[src/rtl/fifo_pkg.sv]
// Shared FIFO definitions: default geometry, operation encoding and a
// constant-evaluable log2 helper for sizing pointers.
package fifo_pkg;

  localparam int unsigned DEFAULT_DATA_W = 8;
  localparam int unsigned DEFAULT_ADDR_W = 3;

  // Accepted-operation encoding, {push_accepted, pop_accepted}.
  typedef enum logic [1:0] {
    OP_IDLE = 2'b00,
    OP_POP  = 2'b01,
    OP_PUSH = 2'b10,
    OP_BOTH = 2'b11
  } fifo_op_e;

  // Ceiling log2; returns 0 for values 0 and 1.
  function automatic int unsigned clog2(input int unsigned value);
    int unsigned v;
    int unsigned r;
    r = 0;
    v = (value > 0) ? value - 1 : 0;
    while (v > 0) begin
      r = r + 1;
      v = v >> 1;
    end
    return r;
  endfunction

endpackage

[src/rtl/fifo_reg_file.sv]
// FIFO storage: DEPTH x DATA_W, one synchronous write port and one
// asynchronous read port so the head entry falls through with no latency.
module fifo_reg_file import fifo_pkg::*; #(
  parameter int unsigned DATA_W = DEFAULT_DATA_W,
  parameter int unsigned ADDR_W = DEFAULT_ADDR_W
) (
  input  logic              iClk,
  input  logic              iWrEn,
  input  logic [ADDR_W-1:0] iWrAddr,
  input  logic [DATA_W-1:0] iWrData,
  input  logic [ADDR_W-1:0] iRdAddr,
  output logic [DATA_W-1:0] oRdData
);

  localparam int unsigned DEPTH = 2 ** ADDR_W;

  // Contents are deliberately not reset; the controller masks them via oEmpty.
  logic [DATA_W-1:0] mem_q [DEPTH];

  // Write accepted data into the addressed slot.
  always_ff @(posedge iClk) begin
    if (iWrEn) begin
      mem_q[iWrAddr] <= iWrData;
    end
  end

  assign oRdData = mem_q[iRdAddr];

endmodule

[src/rtl/fifo_buf_param.sv]
// Synchronous first-word-fall-through FIFO controller: pointers, occupancy,
// registered full/empty/threshold status and sticky overflow/underflow flags.
module fifo_buf_param import fifo_pkg::*; #(
  parameter int unsigned DATA_W = DEFAULT_DATA_W,
  parameter int unsigned ADDR_W = DEFAULT_ADDR_W,
  parameter int unsigned AF_LVL = (2 ** ADDR_W) - 2,
  parameter int unsigned AE_LVL = 2
) (
  input  logic              iClk,
  input  logic              iRst,
  input  logic              iPush,
  input  logic              iPop,
  input  logic [DATA_W-1:0] iWrData,
  input  logic              iClrErr,
  output logic [DATA_W-1:0] oRdData,
  output logic              oFull,
  output logic              oEmpty,
  output logic              oAlmostFull,
  output logic              oAlmostEmpty,
  output logic [ADDR_W:0]   oCount,
  output logic              oOverflow,
  output logic              oUnderflow
);

  localparam int unsigned DEPTH = 2 ** ADDR_W;
  localparam int unsigned PTR_W = clog2(DEPTH);
  localparam int unsigned CNT_W = ADDR_W + 1;

  logic [PTR_W-1:0] wr_ptr_q, wr_ptr_d;
  logic [PTR_W-1:0] rd_ptr_q, rd_ptr_d;
  logic [CNT_W-1:0] count_q, count_d;
  logic             full_q, full_d;
  logic             empty_q, empty_d;
  logic             af_q, af_d;
  logic             ae_q, ae_d;
  logic             ovf_q, ovf_d;
  logic             udf_q, udf_d;
  logic             push_acc;
  logic             pop_acc;
  fifo_op_e         op;

  // Acceptance, pointer/count advance and status derived from the next count.
  always_comb begin
    // A pop while full frees the slot the simultaneous push writes into.
    push_acc = iPush && (!full_q || iPop);
    pop_acc  = iPop && !empty_q;
    op       = fifo_op_e'({push_acc, pop_acc});
    wr_ptr_d = wr_ptr_q;
    rd_ptr_d = rd_ptr_q;
    count_d  = count_q;
    case (op)
      OP_PUSH: begin
        wr_ptr_d = wr_ptr_q + PTR_W'(1);
        count_d  = count_q + CNT_W'(1);
      end
      OP_POP: begin
        rd_ptr_d = rd_ptr_q + PTR_W'(1);
        count_d  = count_q - CNT_W'(1);
      end
      OP_BOTH: begin
        wr_ptr_d = wr_ptr_q + PTR_W'(1);
        rd_ptr_d = rd_ptr_q + PTR_W'(1);
      end
      default: ;
    endcase
    full_d  = (32'(count_d) == DEPTH);
    empty_d = (count_d == '0);
    af_d    = (32'(count_d) >= AF_LVL);
    ae_d    = (32'(count_d) <= AE_LVL);
    // A fresh error outranks a clear request in the same cycle.
    ovf_d   = (iPush && full_q && !iPop) || (ovf_q && !iClrErr);
    udf_d   = (iPop && empty_q) || (udf_q && !iClrErr);
  end

  // Controller state, cleared immediately by the asynchronous reset.
  always_ff @(posedge iClk or posedge iRst) begin
    if (iRst) begin
      wr_ptr_q <= '0;
      rd_ptr_q <= '0;
      count_q  <= '0;
      full_q   <= 1'b0;
      empty_q  <= 1'b1;
      af_q     <= (AF_LVL == 0);
      ae_q     <= 1'b1;
      ovf_q    <= 1'b0;
      udf_q    <= 1'b0;
    end else begin
      wr_ptr_q <= wr_ptr_d;
      rd_ptr_q <= rd_ptr_d;
      count_q  <= count_d;
      full_q   <= full_d;
      empty_q  <= empty_d;
      af_q     <= af_d;
      ae_q     <= ae_d;
      ovf_q    <= ovf_d;
      udf_q    <= udf_d;
    end
  end

  fifo_reg_file #(
    .DATA_W (DATA_W),
    .ADDR_W (PTR_W)
  ) u_reg_file (
    .iClk    (iClk),
    .iWrEn   (push_acc),
    .iWrAddr (wr_ptr_q),
    .iWrData (iWrData),
    .iRdAddr (rd_ptr_q),
    .oRdData (oRdData)
  );

  assign oFull        = full_q;
  assign oEmpty       = empty_q;
  assign oAlmostFull  = af_q;
  assign oAlmostEmpty = ae_q;
  assign oCount       = count_q;
  assign oOverflow    = ovf_q;
  assign oUnderflow   = udf_q;

endmodule

[config.mk]
export PLATFORM = sky130hd
export DESIGN_NAME = fifo_buf_param
export DESIGN_NICKNAME = d
export VERILOG_FILES = /design/src/rtl/fifo_pkg.sv /design/src/rtl/fifo_reg_file.sv /design/src/rtl/fifo_buf_param.sv
export SDC_FILE = /design/constraint.sdc
export NUM_CORES = 1
export LEC_CHECK = 0
export BUFFER_PORTS_ARGS = -buffer_cell sky130_fd_sc_hd__buf_2
export CAP_MARGIN = 20
export CORE_MARGIN = 3
export CORE_UTILIZATION = 41
export CTS_CLUSTER_SIZE = 20
export DETAILED_ROUTE_END_ITERATION = 16
export GPL_ROUTABILITY_DRIVEN = 0
export HOLD_SLACK_MARGIN = 0.1
export SLEW_MARGIN = 20
export SYNTH_ARGS = -nofsm -noshare
export SYNTH_HDL_FRONTEND = slang
export SYNTH_SLANG_ARGS = --single-unit
export TNS_END_PERCENT = 50
[constraint.sdc]
create_clock -name iClk -period 1.98 [get_ports iClk]
set_input_delay 0.396 -clock iClk [delete_from_list [all_inputs] [get_ports iClk]]
set_output_delay 0.396 -clock iClk [all_outputs]
set_load 0.1 [all_outputs]
==> flow_summary.ini <==
[routing]
remaining_drc_errors = 0
routed_wl_um = 5980
routedWlPerCell_um = 16.8
detail-route-antenna-nets = 0
vias = 1782
vias_per_cell = 4.99
drt-initial-drc-count = 123
first_pass_iters = 4

[global_routing]
grt_pass1_wl_um = 9560
antenna_found_initial = 0
grt-ovfl-total = 0
grt_pass1_vias = 1795
grt_max_degree = 19
track_usage = 0.134

[clocking]
root_buffer = clkbuf_8
cts.clk_slew.worst_paths_ns = 0.08
clock_sinks = 80
htree_levels = 3
clk_latency_ns = 0.34
cts_buffers = 9
cts_tree = built
clockBufferDepth = 2

[floorplan]
dieArea_um2 = 9430
initial_core_util = 0.431
die_y_um = 97.1
core_area_um2 = 7890
top_level_ports = 31
fp-row-count = 32
fp.dieW_um = 97.1

[synth]
synth_cell_types = 35
ys_warn_count = 0
synthAdderAreaFrac = 0.0257
synth_seq_area_share = 0.683
synth.avg_cell_area_um2 = 18.2
postSynthCellCount = 187
synthSimpleGateAreaFrac = 0.0533
synth_compound_area_frac = 0.0353
synth_nets = 207
muxShareOfSynthArea = 0.157
ys_ff_latch = 80
syn_area_um2 = 3400
synth-xor-area-share = 0.0228
synth_top_family_by_area = multiplexers

[sta]
rsz0062_at_grt = yes
setup_viol = 10
maxSlewHeadroom = 0.579
period_needed_ns = 2.33
fmax_ghz = 0.429
tightestPinTransition_ns = 0.631
skew_ns = 0.00957
finalCritPeriodShare = 1.18
hold_viol = 0
post-route-worst-setup-slack_ns = -0.353
slew_viol_final = 0

[finish]
layout-drive-gt1-share = 0.408
nFillCells = 608
multi_input_area_um2 = 1070
layout.nets = 271
n_antenna_cell = 0
regArea_um2 = 2330
area_growth_pct = 24.8

[worst_setup_path]
worstPathArrival_ns = 1.94
crit_chain = buf_12 > mux4_1 > mux2_4 > buf_6
path_buf_inv = 2
r2r-start = oEmpty
crit_fanout = 17
crit_start = rd_ptr_q[0]
r2r-end = oEmpty
crit_path_max_incr_delay_ns = 0.58
crit_cells = 4
reg2regPathDepth = 10
critPathCaptureType = output port
r2r_slack_ns = -0.06
start_kind = flip-flop
cp_data_required_time_ns = 1.58
crit_path_top_delay_cell = mux4_1
critPathKind = flip-flop to output port
cp-endpoint = oRdData[6]
cp_top_family = multiplexers

[placed_design]
io_buffers = 30
place_ws_ns = -0.204
hpwl_um = 4090

[hold_path]
min_path_type = primary input to async pin

[run_status]
failed_checks = negative setup slack
status = finished, violations left

[flow_run]
cap_violations = 0
cells by family (layout without fill, tap and decap cells):
group | Yosys count | count (layout)
flops | 80 | 80
simple gates | 36 | 36
mux | 26 | 26
compound gates | 16 | 16
buf+inv | 14 | 82
xor+xnor | 8 | 8
fa+ha+maj | 7 | 7
metrics by stage:
step | TNS, ns | utilization | hold WS, ns | std cells | area [um2]
global route | -3.64 | 0.538 | 0.175 | 357 | 4240
CTS | -3.08 | 0.537 | 0.138 | 357 | 4230
finish | -2.80 | 0.538 | 0.125 | 357 | 4240
global placement | -1.29 | 0.498 | 0.496 | 341 | 3930
floorplan | -1.81 | - | 0.308 | 187 | 3470
detailed placement | -1.52 | 0.498 | 0.513 | 341 | 3930
registers in the layout, indices dropped and copies added, names as in the netlist:
| register | count |
|---|---|
| oAlmostEmpty | 1 |
| oAlmostFull | 1 |
| oCount | 4 |
| oEmpty | 1 |
| oFull | 1 |
| oOverflow | 1 |
| oUnderflow | 1 |
| rd_ptr_q | 3 |
| u_reg_file.mem_q | 64 |
| wr_ptr_q | 3 |
worst min path at each step:
| stage | from | end | slack (ns) | cells after the start |
|---|---|---|---|---|
| floorplan | iRst | oAlmostFull | 0.31 | 1 |
| global placement | iRst | oOverflow | 0.50 | 2 |
| detailed placement | wr_ptr_q[0] | wr_ptr_q[0] | 0.51 | 1 |
| CTS | iRst | oOverflow | 0.14 | 2 |
| global route | iRst | oAlmostFull | 0.17 | 2 |
| finish | iRst | oOverflow | 0.13 | 2 |
cell usage in the layout, fill, tap and decap left out, types with 2 or more instances in the layout:
master,synthesis,routed
nor2_1,9,9
a211oi_2,1,2
xnor2_1,5,5
ha_1,7,4
clkinvlp_4,0,2
buf_8,0,5
o21ai_0,3,3
inv_6,0,2
mux4_1,16,14
o21ai_2,1,2
buf_4,0,27
buf_6,1,2
and3b_1,2,2
nand2_1,11,11
edfxtp_1,64,64
bufinv_16,0,2
buf_2,1,22
a21oi_2,1,2
ha_2,0,2
nor2b_1,3,2
nand2b_1,4,4
mux4_2,0,2
o22ai_1,2,2
mux2_4,0,8
mux2_2,10,2
nand3_1,2,2
clkbuf_8,0,9
xor2_1,2,2
nor3_2,0,2
inv_1,8,8
buf_12,1,3
dfrtp_1,14,13
cell usage after synthesis (all sizes together):
library cell   n  area share
dfstp          2       0.015
o21ai          5      0.0085
a21oi          3      0.0055
o22ai          2      0.0037
edfxtp        64        0.56
a211oi         2      0.0059
mux4          16        0.12
dfrtp         14        0.10
ha             7       0.026
nor3b          1      0.0037
and3b          2      0.0051
a21o           1      0.0022
nand2         11       0.012
buf            3       0.011
nor2           9      0.0099
clkbuf         3      0.0033
inv            8      0.0088
xor2           2      0.0051
nor2b          3      0.0055
nand2b         4      0.0074
mux2          10       0.033
o21a           1      0.0022
a21bo          1      0.0029
xnor2          6       0.018
a2111oi        1      0.0044
nand3          2      0.0029
nand3b         1      0.0022
nor3           3      0.0044
area by class of cell:
class / count / share of cell area
Inverter: 8 / 0.00708
Tap cell: 102 / 0.0301
Multi-Input combinational cell: 93 / 0.252
Timing Repair Buffer: 59 / 0.111
Clock buffer: 9 / 0.0292
Clock inverter: 6 / 0.0218
Sequential cell: 80 / 0.549
layer usage:
metal / part of all wire / GRT usage / up-vias
li1: - / - / 859
met5: 0 / 0 / -
met4: 0.012 / 0.0551 / 0
met2: 0.51 / 0.220 / 24
met1: 0.46 / 0.172 / 890
met3: 0.025 / 0.0316 / 9
repair_timing:
item	CTS	global route
pin swaps	2	1
endpoints found under the hold margin	0	0
cloned	0	0
hold buffers	0	0
buffers inserted	1	0
setup endpoints to repair	13	13
resized for setup	24	6
Power is not shown: default switching activity piles up to over one toggle a cycle in this logic, so the estimate is an artifact.
